--- src/rtl/led_blinker_bank_if.sv ---
// -----------------------------------------------------------------------------
// led_blinker_bank_if
// Configuration write channel for led_blinker_bank.
//   cfg_valid : master -> slave, write request
//   cfg_ready : slave -> master, block can accept a write
//   cfg_chan  : master -> slave, target channel
//   cfg_mode  : master -> slave, 00 off / 01 on / 10 blink / 11 pulse
//   cfg_half  : master -> slave, half-period or pulse length in ticks
// -----------------------------------------------------------------------------
interface led_blinker_bank_if #(
    parameter int CH_W     = 2,
    parameter int PERIOD_W = 8
);
    logic                cfg_valid;
    logic                cfg_ready;
    logic [CH_W-1:0]     cfg_chan;
    logic [1:0]          cfg_mode;
    logic [PERIOD_W-1:0] cfg_half;

    modport master (
        output cfg_valid, cfg_chan, cfg_mode, cfg_half,
        input  cfg_ready
    );

    modport slave (
        input  cfg_valid, cfg_chan, cfg_mode, cfg_half,
        output cfg_ready
    );
endinterface

--- src/rtl/led_blinker_bank.sv ---
// -----------------------------------------------------------------------------
// led_blinker_bank
// Multi-channel LED blinker with a shared tick prescaler. Each channel runs
// off / on / blink / single-shot pulse with a runtime half-period in ticks.
//   CLOCK_50 : clock, rising edge
//   KEY      : synchronous active-high reset
//   cfg      : configuration write channel (slave modport)
//   tick     : one-cycle pulse every TICK_CYCLES clocks
//   LEDG     : LED drive, 1 = lit
//
// Channel state (per channel mode register):
//   state      | meaning
//   MODE_OFF   | LED held dark, ticks ignored
//   MODE_ON    | LED held lit, ticks ignored
//   MODE_BLINK | LED toggles every H ticks
//   MODE_PULSE | LED lit until the H-th tick, then falls back to MODE_OFF
// -----------------------------------------------------------------------------
module led_blinker_bank #(
    parameter int CHANNELS    = 4,
    parameter int TICK_CYCLES = 500000,
    parameter int PERIOD_W    = 8,
    parameter int CH_W        = (CHANNELS > 1) ? $clog2(CHANNELS) : 1
) (
    input  logic                CLOCK_50,
    input  logic                KEY,
    led_blinker_bank_if.slave   cfg,
    output logic                tick,
    output logic [CHANNELS-1:0] LEDG
);

    localparam int              PC_W    = (TICK_CYCLES > 1) ? $clog2(TICK_CYCLES) : 1;
    localparam logic [PC_W-1:0] PC_LAST = PC_W'(TICK_CYCLES - 1);

    typedef enum logic [1:0] {
        MODE_OFF   = 2'b00,
        MODE_ON    = 2'b01,
        MODE_BLINK = 2'b10,
        MODE_PULSE = 2'b11
    } mode_e;

    logic [PC_W-1:0]     pc_q, pc_d;
    logic                tick_q, tick_d;
    logic                ready_q, ready_d;

    mode_e               mode_q [CHANNELS];
    mode_e               mode_d [CHANNELS];
    logic [PERIOD_W-1:0] half_q [CHANNELS];
    logic [PERIOD_W-1:0] half_d [CHANNELS];
    logic [PERIOD_W-1:0] cnt_q  [CHANNELS];
    logic [PERIOD_W-1:0] cnt_d  [CHANNELS];
    logic [PERIOD_W-1:0] last_cnt [CHANNELS];
    logic [CHANNELS-1:0] led_q, led_d;
    logic [CHANNELS-1:0] wr_sel;
    logic                wr_en;

    // ---------------------------------------------------------------- registers
    always_ff @(posedge CLOCK_50) begin
        if (KEY) begin
            pc_q    <= '0;
            tick_q  <= 1'b0;
            ready_q <= 1'b0;
            led_q   <= '0;
            for (int i = 0; i < CHANNELS; i++) begin
                mode_q[i] <= MODE_OFF;
                half_q[i] <= '0;
                cnt_q[i]  <= '0;
            end
        end else begin
            pc_q    <= pc_d;
            tick_q  <= tick_d;
            ready_q <= ready_d;
            led_q   <= led_d;
            for (int i = 0; i < CHANNELS; i++) begin
                mode_q[i] <= mode_d[i];
                half_q[i] <= half_d[i];
                cnt_q[i]  <= cnt_d[i];
            end
        end
    end

    // ---------------------------------------------------------------- prescaler
    always_comb begin
        ready_d = 1'b1;
        if (pc_q == PC_LAST) begin
            pc_d   = '0;
            tick_d = 1'b1;
        end else begin
            pc_d   = pc_q + PC_W'(1);
            tick_d = 1'b0;
        end
    end

    // ------------------------------------------------------- write decode
    // Channel numbers >= CHANNELS match no wr_sel bit, so such writes
    // complete the handshake but are silently dropped.
    assign wr_en = cfg.cfg_valid && ready_q;

    always_comb begin
        wr_sel = '0;
        for (int i = 0; i < CHANNELS; i++) begin
            wr_sel[i] = wr_en && (cfg.cfg_chan == CH_W'(i));
        end
    end

    // Terminal count H-1, with half == 0 treated as H = 1.
    always_comb begin
        for (int i = 0; i < CHANNELS; i++) begin
            last_cnt[i] = (half_q[i] == '0) ? '0 : half_q[i] - PERIOD_W'(1);
        end
    end

    // --------------------------------------------------- channel next state
    // A write takes priority over a coincident tick on the same channel.
    always_comb begin
        led_d = led_q;
        for (int i = 0; i < CHANNELS; i++) begin
            mode_d[i] = mode_q[i];
            half_d[i] = half_q[i];
            cnt_d[i]  = cnt_q[i];
            if (wr_sel[i]) begin
                mode_d[i] = mode_e'(cfg.cfg_mode);
                half_d[i] = cfg.cfg_half;
                cnt_d[i]  = '0;
                led_d[i]  = (cfg.cfg_mode != MODE_OFF);
            end else if (tick_q) begin
                case (mode_q[i])
                    MODE_BLINK: begin
                        if (cnt_q[i] == last_cnt[i]) begin
                            cnt_d[i] = '0;
                            led_d[i] = ~led_q[i];
                        end else begin
                            cnt_d[i] = cnt_q[i] + PERIOD_W'(1);
                        end
                    end
                    MODE_PULSE: begin
                        if (cnt_q[i] == last_cnt[i]) begin
                            cnt_d[i]  = '0;
                            led_d[i]  = 1'b0;
                            mode_d[i] = MODE_OFF;
                        end else begin
                            cnt_d[i] = cnt_q[i] + PERIOD_W'(1);
                        end
                    end
                    default: ;
                endcase
            end
        end
    end

    // ------------------------------------------------------------- outputs
    always_comb begin
        tick          = tick_q;
        LEDG          = led_q;
        cfg.cfg_ready = ready_q;
    end

endmodule

--- src/flat_wrapper.sv ---
// flat-port wrapper written by rule: the top's interface ports become plain ports
module led_blinker_bank_flat 
#(
    parameter int CHANNELS    = 4,
    parameter int TICK_CYCLES = 500000,
    parameter int PERIOD_W    = 8,
    parameter int CH_W        = (CHANNELS > 1) ? $clog2(CHANNELS) : 1
)
  (CLOCK_50, KEY, tick, LEDG, cfg_cfg_valid, cfg_cfg_chan, cfg_cfg_mode, cfg_cfg_half, cfg_cfg_ready);
  led_blinker_bank_if #(.CH_W(CH_W), .PERIOD_W(PERIOD_W)) cfg_i ();
  input  logic CLOCK_50;
  input  logic KEY;
  output logic tick;
  output logic [CHANNELS-1:0] LEDG;
  input wire logic [$bits(cfg_i.cfg_valid)-1:0] cfg_cfg_valid;
  input wire logic [$bits(cfg_i.cfg_chan)-1:0] cfg_cfg_chan;
  input wire logic [$bits(cfg_i.cfg_mode)-1:0] cfg_cfg_mode;
  input wire logic [$bits(cfg_i.cfg_half)-1:0] cfg_cfg_half;
  output wire logic [$bits(cfg_i.cfg_ready)-1:0] cfg_cfg_ready;
  assign cfg_i.cfg_valid = cfg_cfg_valid;
  assign cfg_i.cfg_chan = cfg_cfg_chan;
  assign cfg_i.cfg_mode = cfg_cfg_mode;
  assign cfg_i.cfg_half = cfg_cfg_half;
  assign cfg_cfg_ready = cfg_i.cfg_ready;
  led_blinker_bank #(.CHANNELS(CHANNELS), .TICK_CYCLES(TICK_CYCLES), .PERIOD_W(PERIOD_W), .CH_W(CH_W)) u_core (.CLOCK_50(CLOCK_50), .KEY(KEY), .cfg(cfg_i), .tick(tick), .LEDG(LEDG));
endmodule
--- config.mk ---
export PLATFORM = sky130hd
export DESIGN_NAME = led_blinker_bank_flat
export DESIGN_NICKNAME = d
export VERILOG_FILES = /design/src/rtl/led_blinker_bank_if.sv /design/src/rtl/led_blinker_bank.sv /design/src/flat_wrapper.sv
export SDC_FILE = /design/constraint.sdc
export NUM_CORES = 1
export LEC_CHECK = 0
export BUFFER_PORTS_ARGS = -buffer_cell sky130_fd_sc_hd__buf_2
export CORE_ASPECT_RATIO = 0.7
export CORE_UTILIZATION = 30
export CTS_CLUSTER_DIAMETER = 80
export DETAILED_ROUTE_END_ITERATION = 8
export SLEW_MARGIN = 20
export SYNTH_ARGS = -nofsm -noshare
export SYNTH_HDL_FRONTEND = slang
export SYNTH_SLANG_ARGS = --single-unit
--- constraint.sdc ---
create_clock -name CLOCK_50 -period 7.06 [get_ports CLOCK_50]
set_input_delay 1.412 -clock CLOCK_50 [delete_from_list [all_inputs] [get_ports CLOCK_50]]
set_output_delay 1.412 -clock CLOCK_50 [all_outputs]
set_load 0.02 [all_outputs]
==> metrics.csv, run 1 <==
stage,metric,value,unit
clocking,cts hold-fix bufs,0,
sta,final hold vios,0,
place,Routability Congestion,0.8194,
clocking,H-tree levels,3,
final_layout,post-route cell area,5939,um2
final_layout,Non-Filler Instances,923,
critical_path,Setup CP Type,register to register,
clocking,# Post-CTS Setup Buffers,0,
sta,min Tclk post-route,3.018,ns
place,pre-CTS WS,3.727,ns
place,placed cell areas,5620,um2
detailed_routing,wire length on met1,7114,um
clocking,root buffer cell,clkbuf_16,
clocking,clock buffer depth,2,
detailed_routing,WL met3,552,um
die,Ports,21,
sta,setup TNS,0,ns
synthesis,Syn. warnings,0,
synthesis,"FF+latch count, synth",97,
place,port bufs,20,
sta,final setup fails,0,
clocking,Clock Sinks,97,
final_layout,diodes inserted,0,
final_layout,number of nets in the layout,711,
critical_path,reg-to-reg startpoint,u_core.half_q[0][0],
min_path,Worst Hold Depth,1,
run_status,status,"finished, final reports clean",
sta,max-slew violations,0,
detailed_routing,Detail Route Antenna Nets,0,
clocking,worst skew pair latency,0.34,ns
synthesis,number of synthesized flops with an enable pin,0,
synthesis,Yosys top cell area share,0.3666,
global_routing,initial antenna violation count,0,
clocking,CTS tree,yes,
final_layout,"commonest cells after routing, fill and taps aside","nand2_1, dfxtp_1, nor2_1",
detailed_routing,vias per cell,5.064,
power_and_ir_drop,peak supply drop,0.1184,mV
sta,Hold Slack,0.4559,ns
place,Placed Cells,907,
die,Row Count,40,
detailed_routing,uppermost routed layer,met4,
synthesis,Cells after Synth,676,
sta,RSZ-0062 raised after global routing,false,
detailed_routing,DRC violations left,0,
die,Initial Util,0.3077,
detailed_routing,initial drt markers,442,
synthesis,ys async rst share,0,
power_and_ir_drop,pwr dens,200.9,nW/um2
min_path,HP Class,register to register,
global_routing,number of global-route vias before repair,4143,
critical_path,crit path launch type,register,
min_path,worst hold path startpoint,u_core.pc_q[0],
global_routing,pin count of the biggest net entering global routing,50,
synthesis,library cells used by synthesis,69,
detailed_routing,wire per inst,13.66,um
synthesis,Area contributors post-synth,"dfxtp_1, nand2_1, xor2_1",
global_routing,All-Layer GR Usage,0.1450,
sta,final worst setup slack,4.042,ns
synthesis,Avg Inst Size Synth,7.837,um2
detailed_routing,final wirelength,12610,um
die,core area,17220,um2
critical_path,FF-to-FF setup slack,4.04,ns
final_layout,share of cells above drive strength 1,0.08526,
final_layout,Syn-to-layout area delta,12.12,%
die,Die ar.,18200,um2
synthesis,post-synth top area cell,dfxtp_1,
clocking,CTS resizes,0,
place,detailed placement HPWL,9204,um
synthesis,top_reg_cell synth,dfxtp_1,
synthesis,Syn Nets,700,
critical_path,crit-path max FO,7,
clocking,Clock Pin Slew Worst Setup and Hold Paths,0.07,ns
final_layout,"commonest non-fill, non-tap cell in the layout",nand2_1,
power_and_ir_drop,Leakage,2.158,nW
global_routing,total gr overflow,0,
sta,Max-slew headroom,0.4118,
job,total of max-cap violations,0,
critical_path,crit end category,register,
detailed_routing,routed wl met2,4881,um
critical_path,critical path arrival,3.26,ns
detailed_routing,DR pass1 iterations,5,
synthesis,sequential fraction of the synthesis area,0.3666,
sta,final worst path period share,0.4275,
critical_path,Crit Reg-Reg Endpoint,u_core.LEDG[0],
detailed_routing,DR vias,4674,
die,Die Width,160.8,um
die,Die Height,113.2,um
sta,Clock Skew,0.01370,ns
sta,Fmax,331.4,MHz
critical_path,CP required,7.30,ns
synthesis,cell area after synthesis,5298,um2
global_routing,first-pass GRT wire length,21340,um
sta,Worst Tran Pin Value,0.8790,ns
min_path,worst hold endpoint,u_core.pc_q[0],
clocking,CTS Buf Count,9,
critical_path,R2R depth,9,
final_layout,FILL cells,1832,
==> report_power, final <==
part           total, mW  internal [mW]  switching [mW]
Combinational      0.117         0.0447          0.0721
Sequential         0.564          0.554         0.00966
Clock              0.513          0.296           0.216
Total               1.19          0.895           0.298
==> layer usage <==
layer / vias to the layer above / track usage
met5: - / 0
met4: 0 / 0.02830
met3: 5 / 0.02639
met2: 85 / 0.2032
met1: 2180 / 0.2262
li1: 2404 / -
==> worst max-delay path: stages (launching register included) <==
cell	delay, ns
dfxtp_1	0.33
inv_1	0.09
ha_1	0.26
nor3b_2	0.41
xnor2_1	0.20
mux2_2	0.36
o32ai_1	0.11
nand4_1	0.34
or4_1	0.57
a311oi_1	0.25
==> state kept, by name (all words and copies together), names as in the netlist <==
register,count
u_core.cfg.cfg_ready,1
u_core.mode_q,8
u_core.half_q,32
u_core.LEDG,4
u_core.cnt_q,32
u_core.tick,1
u_core.pc_q,19
==> how the worst max path moves through the flow <==
stage	from	endpoint	slack, ns
after floorplan	u_core.half_q[0][24]	u_core.LEDG[3]	4.32
after global placement	cfg_cfg_chan[1]	u_core.mode_q[2][0]	3.80
after detailed placement	cfg_cfg_chan[1]	u_core.mode_q[2][0]	3.73
after CTS	u_core.half_q[0][0]	u_core.LEDG[0]	4.06
after global routing	u_core.half_q[0][1]	u_core.LEDG[0]	3.66
final	u_core.half_q[0][0]	u_core.LEDG[0]	4.04
==> cells in the mapped netlist, drive strengths merged (14+ instances only) <==
cell type and n:
o21ai 14, xor2 40, xnor2 22, nor3 14, nor2 74, a21oi 52
dfxtp 97, nand4 15, inv 21, nand3 32, clkbuf 20, nand2 116
==> metrics by stage <==
step / power (mW) / util
6_report: 1.193 / 0.3450
2_1_floorplan: 0.6589 / -
3_3_place_gp: 0.6916 / 0.3265
3_5_place_dp: 0.6918 / 0.3265
4_1_cts: 1.203 / 0.3447
5_1_grt: 1.247 / 0.3450
==> cell type report <==
type                    instances  area, um2  area share
flip-flops and latches         97       1942      0.3269
inverters                      21      78.83     0.01327
well taps                     231      289.0     0.04866
multi-input cells             535       3193      0.5376
repair buffers                 23      122.6     0.02064
clock buffers                  11      252.7     0.04255
clock inverters                 5      61.31     0.01032
==> kinds of logic after synthesis <==
family	synth area share
DFF	0.3666
adders and majority gates	0.02126
buffers and inverters	0.03165
and+or+nand+nor	0.3106
muxes	0.005905
AOI/OAI and AO/OA	0.1571
xor gates and xnor gates	0.1070
Power figures use the tool's default switching activity.
==> inputs of run 2 (changes only) <==
==> constraint.sdc (replaced) <==
create_clock -name CLOCK_50 -period 2.9 [get_ports CLOCK_50]
set_input_delay 0.58 -clock CLOCK_50 [delete_from_list [all_inputs] [get_ports CLOCK_50]]
set_output_delay 0.58 -clock CLOCK_50 [all_outputs]
set_load 0.02 [all_outputs]
==> run 2 against run 1 <==
Effect of this change: sequential power grew 140%; hold slack lost 0.0076 ns; cell area grew 1.3%; critical path type unchanged.
==> metrics.csv, run 2 (synthesis results as in run 1) <==
stage,metric,value,unit,change
sta,Max-slew headroom,0.6161,,+0.2043
detailed_routing,vias per cell,5.039,,-0.50%
clocking,worst skew pair latency,0.34,ns,about the same
min_path,worst hold endpoint,u_core.pc_q[0],,
critical_path,Crit Reg-Reg Endpoint,u_core.LEDG[2],,
power_and_ir_drop,peak supply drop,0.2694,mV,+130%
final_layout,Syn-to-layout area delta,13.58,%,
power_and_ir_drop,Leakage,2.204,nW,+2.2%
global_routing,initial antenna violation count,0,,unchanged
detailed_routing,final wirelength,12740,um,+1.1%
detailed_routing,DR vias,4711,,+0.79%
critical_path,reg-to-reg startpoint,u_core.half_q[0][16],,
run_status,status,"finished, final reports clean",,
job,total of max-cap violations,0,,unchanged
detailed_routing,Detail Route Antenna Nets,0,,unchanged
min_path,worst hold path startpoint,u_core.pc_q[0],,
clocking,clock buffer depth,2,,unchanged
power_and_ir_drop,pwr dens,464.3,nW/um2,+130%
final_layout,diodes inserted,0,,unchanged
global_routing,total gr overflow,0,,unchanged
critical_path,crit-path max FO,7,,unchanged
die,Die Width,160.8,um,unchanged
die,Row Count,40,,unchanged
detailed_routing,wire per inst,13.63,um,-0.24%
clocking,root buffer cell,clkbuf_16,,
power_and_ir_drop,Design Power,2.794,mW,+130%
critical_path,CP required,3.16,ns,-4.14 ns
sta,min Tclk post-route,2.739,ns,-0.2789 ns
sta,Fmax,365.1,MHz,+10%
die,core area,17220,um2,unchanged
final_layout,"commonest non-fill, non-tap cell in the layout",nand2_1,,
critical_path,R2R depth,9,,unchanged
die,Ports,21,,unchanged
global_routing,number of global-route vias before repair,4252,,+2.6%
detailed_routing,initial drt markers,275,,-38%
clocking,H-tree levels,3,,unchanged
final_layout,number of nets in the layout,724,,+1.8%
clocking,CTS Buf Count,9,,unchanged
final_layout,share of cells above drive strength 1,0.1051,,+0.01985
critical_path,FF-to-FF setup slack,0.16,ns,-3.88 ns
sta,final setup fails,0,,unchanged
min_path,HP Class,register to register,,
min_path,Worst Hold Depth,1,,unchanged
sta,Worst Tran Pin Value,0.5706,ns,-0.3084 ns
die,Die Height,113.2,um,unchanged
detailed_routing,DR pass1 iterations,4,,-1
sta,max-slew violations,0,,unchanged
place,Routability Congestion,0.8306,,+1.4%
die,Initial Util,0.3077,,unchanged
global_routing,first-pass GRT wire length,21380,um,+0.16%
global_routing,pin count of the biggest net entering global routing,31,,-38%
place,detailed placement HPWL,9435,um,+2.5%
global_routing,All-Layer GR Usage,0.1445,,-0.0004769
final_layout,Top Registers,"u_core.cnt_q (32), u_core.half_q (32), u_core.pc_q (19)",,
sta,final hold vios,0,,unchanged
detailed_routing,DRC violations left,0,,unchanged
critical_path,crit end category,register,,
die,Die ar.,18200,um2,unchanged
place,port bufs,20,,unchanged
critical_path,Setup CP Type,register to register,,
clocking,Clock Sinks,97,,unchanged
clocking,Clock Pin Slew Worst Setup and Hold Paths,0.07,ns,about the same
sta,final worst path period share,0.9445,,+0.5170
critical_path,crit path launch type,register,,
critical_path,critical path arrival,3.00,ns,-0.26 ns
clocking,CTS tree,yes,,
clocking,cts hold-fix bufs,0,,unchanged
sta,Clock Skew,0.007837,ns,-0.005863 ns
final_layout,"commonest cells after routing, fill and taps aside","nand2_1, dfxtp_1, nor2_1",,
final_layout,post-layout util,0.3495,,+0.004506
-- run 2: through the flow --
stage	hold slack [ns]	setup WS, ns	std cells	cell area, um2	TNS [ns]
6_report	0.4483	0.1610	935	6017	0
3_5_place_dp	0.4387	0.08397	920	5718	0
3_3_place_gp	0.4352	0.1433	920	5718	0
5_1_grt	0.4785	-0.002027	935	6017	-0.002027
2_1_floorplan	0.4176	0.1553	676	5298	0
4_1_cts	0.4551	0.06243	935	5996	0
-- run 2: worst max path at each step --
| stage | from | slack, ns | endpoint |
|---|---|---|---|
| final | u_core.half_q[0][16] | 0.16 | u_core.LEDG[2] |
| after global routing | u_core.half_q[0][10] | -0.002 | u_core.LEDG[1] |
| after global placement | u_core.half_q[0][8] | 0.14 | u_core.LEDG[1] |
| after floorplan | u_core.half_q[0][24] | 0.16 | u_core.LEDG[3] |
| after detailed placement | u_core.half_q[0][8] | 0.08 | u_core.LEDG[1] |
| after CTS | u_core.half_q[0][8] | 0.06 | u_core.LEDG[1] |
-- run 2: what timing repair did --
action / CTS / global route
endpoints found under the setup margin: 0 / 9
resized for setup: 0 / 5
setup buffers: 0 / 0
-- run 2: critical path, stage by stage (launching register included) --
cell and delay [ns]:
dfxtp_1 0.37, inv_1 0.11, ha_2 0.24, or3b_2 0.50, o21ai_0 0.28, xnor2_1 0.10, a311oi_1 0.20, nand4_1 0.26
or4_1 0.46, a31oi_1 0.16
-- run 2: cell type report --
cell class	instances	area (um2)
clock inverters	5	38.79
clock buffers	10	239.0
flip-flops and latches	97	1942
multi-input cells	535	3209
well taps	231	289.0
fillers	1809	11200
inverters	21	78.83
repair buffers	36	220.2
-- run 2: metal layers --
metal | track usage | vias to the layer above | share of wire | wire length (um)
li1 | - | 2425 | - | -
met1 | 0.2241 | 2188 | 0.56 | 7088
met2 | 0.2006 | 94 | 0.39 | 4983
met3 | 0.03152 | 4 | 0.048 | 611
met4 | 0.02704 | 0 | 0.0045 | 57
met5 | 0 | - | 0 | 0
-- run 2: power by group --
part	leakage, nW	switching [mW]	internal [mW]
sequential	0.784	0.0229	1.35
combinational	1.29	0.178	0.128
clock	0.135	0.508	0.606
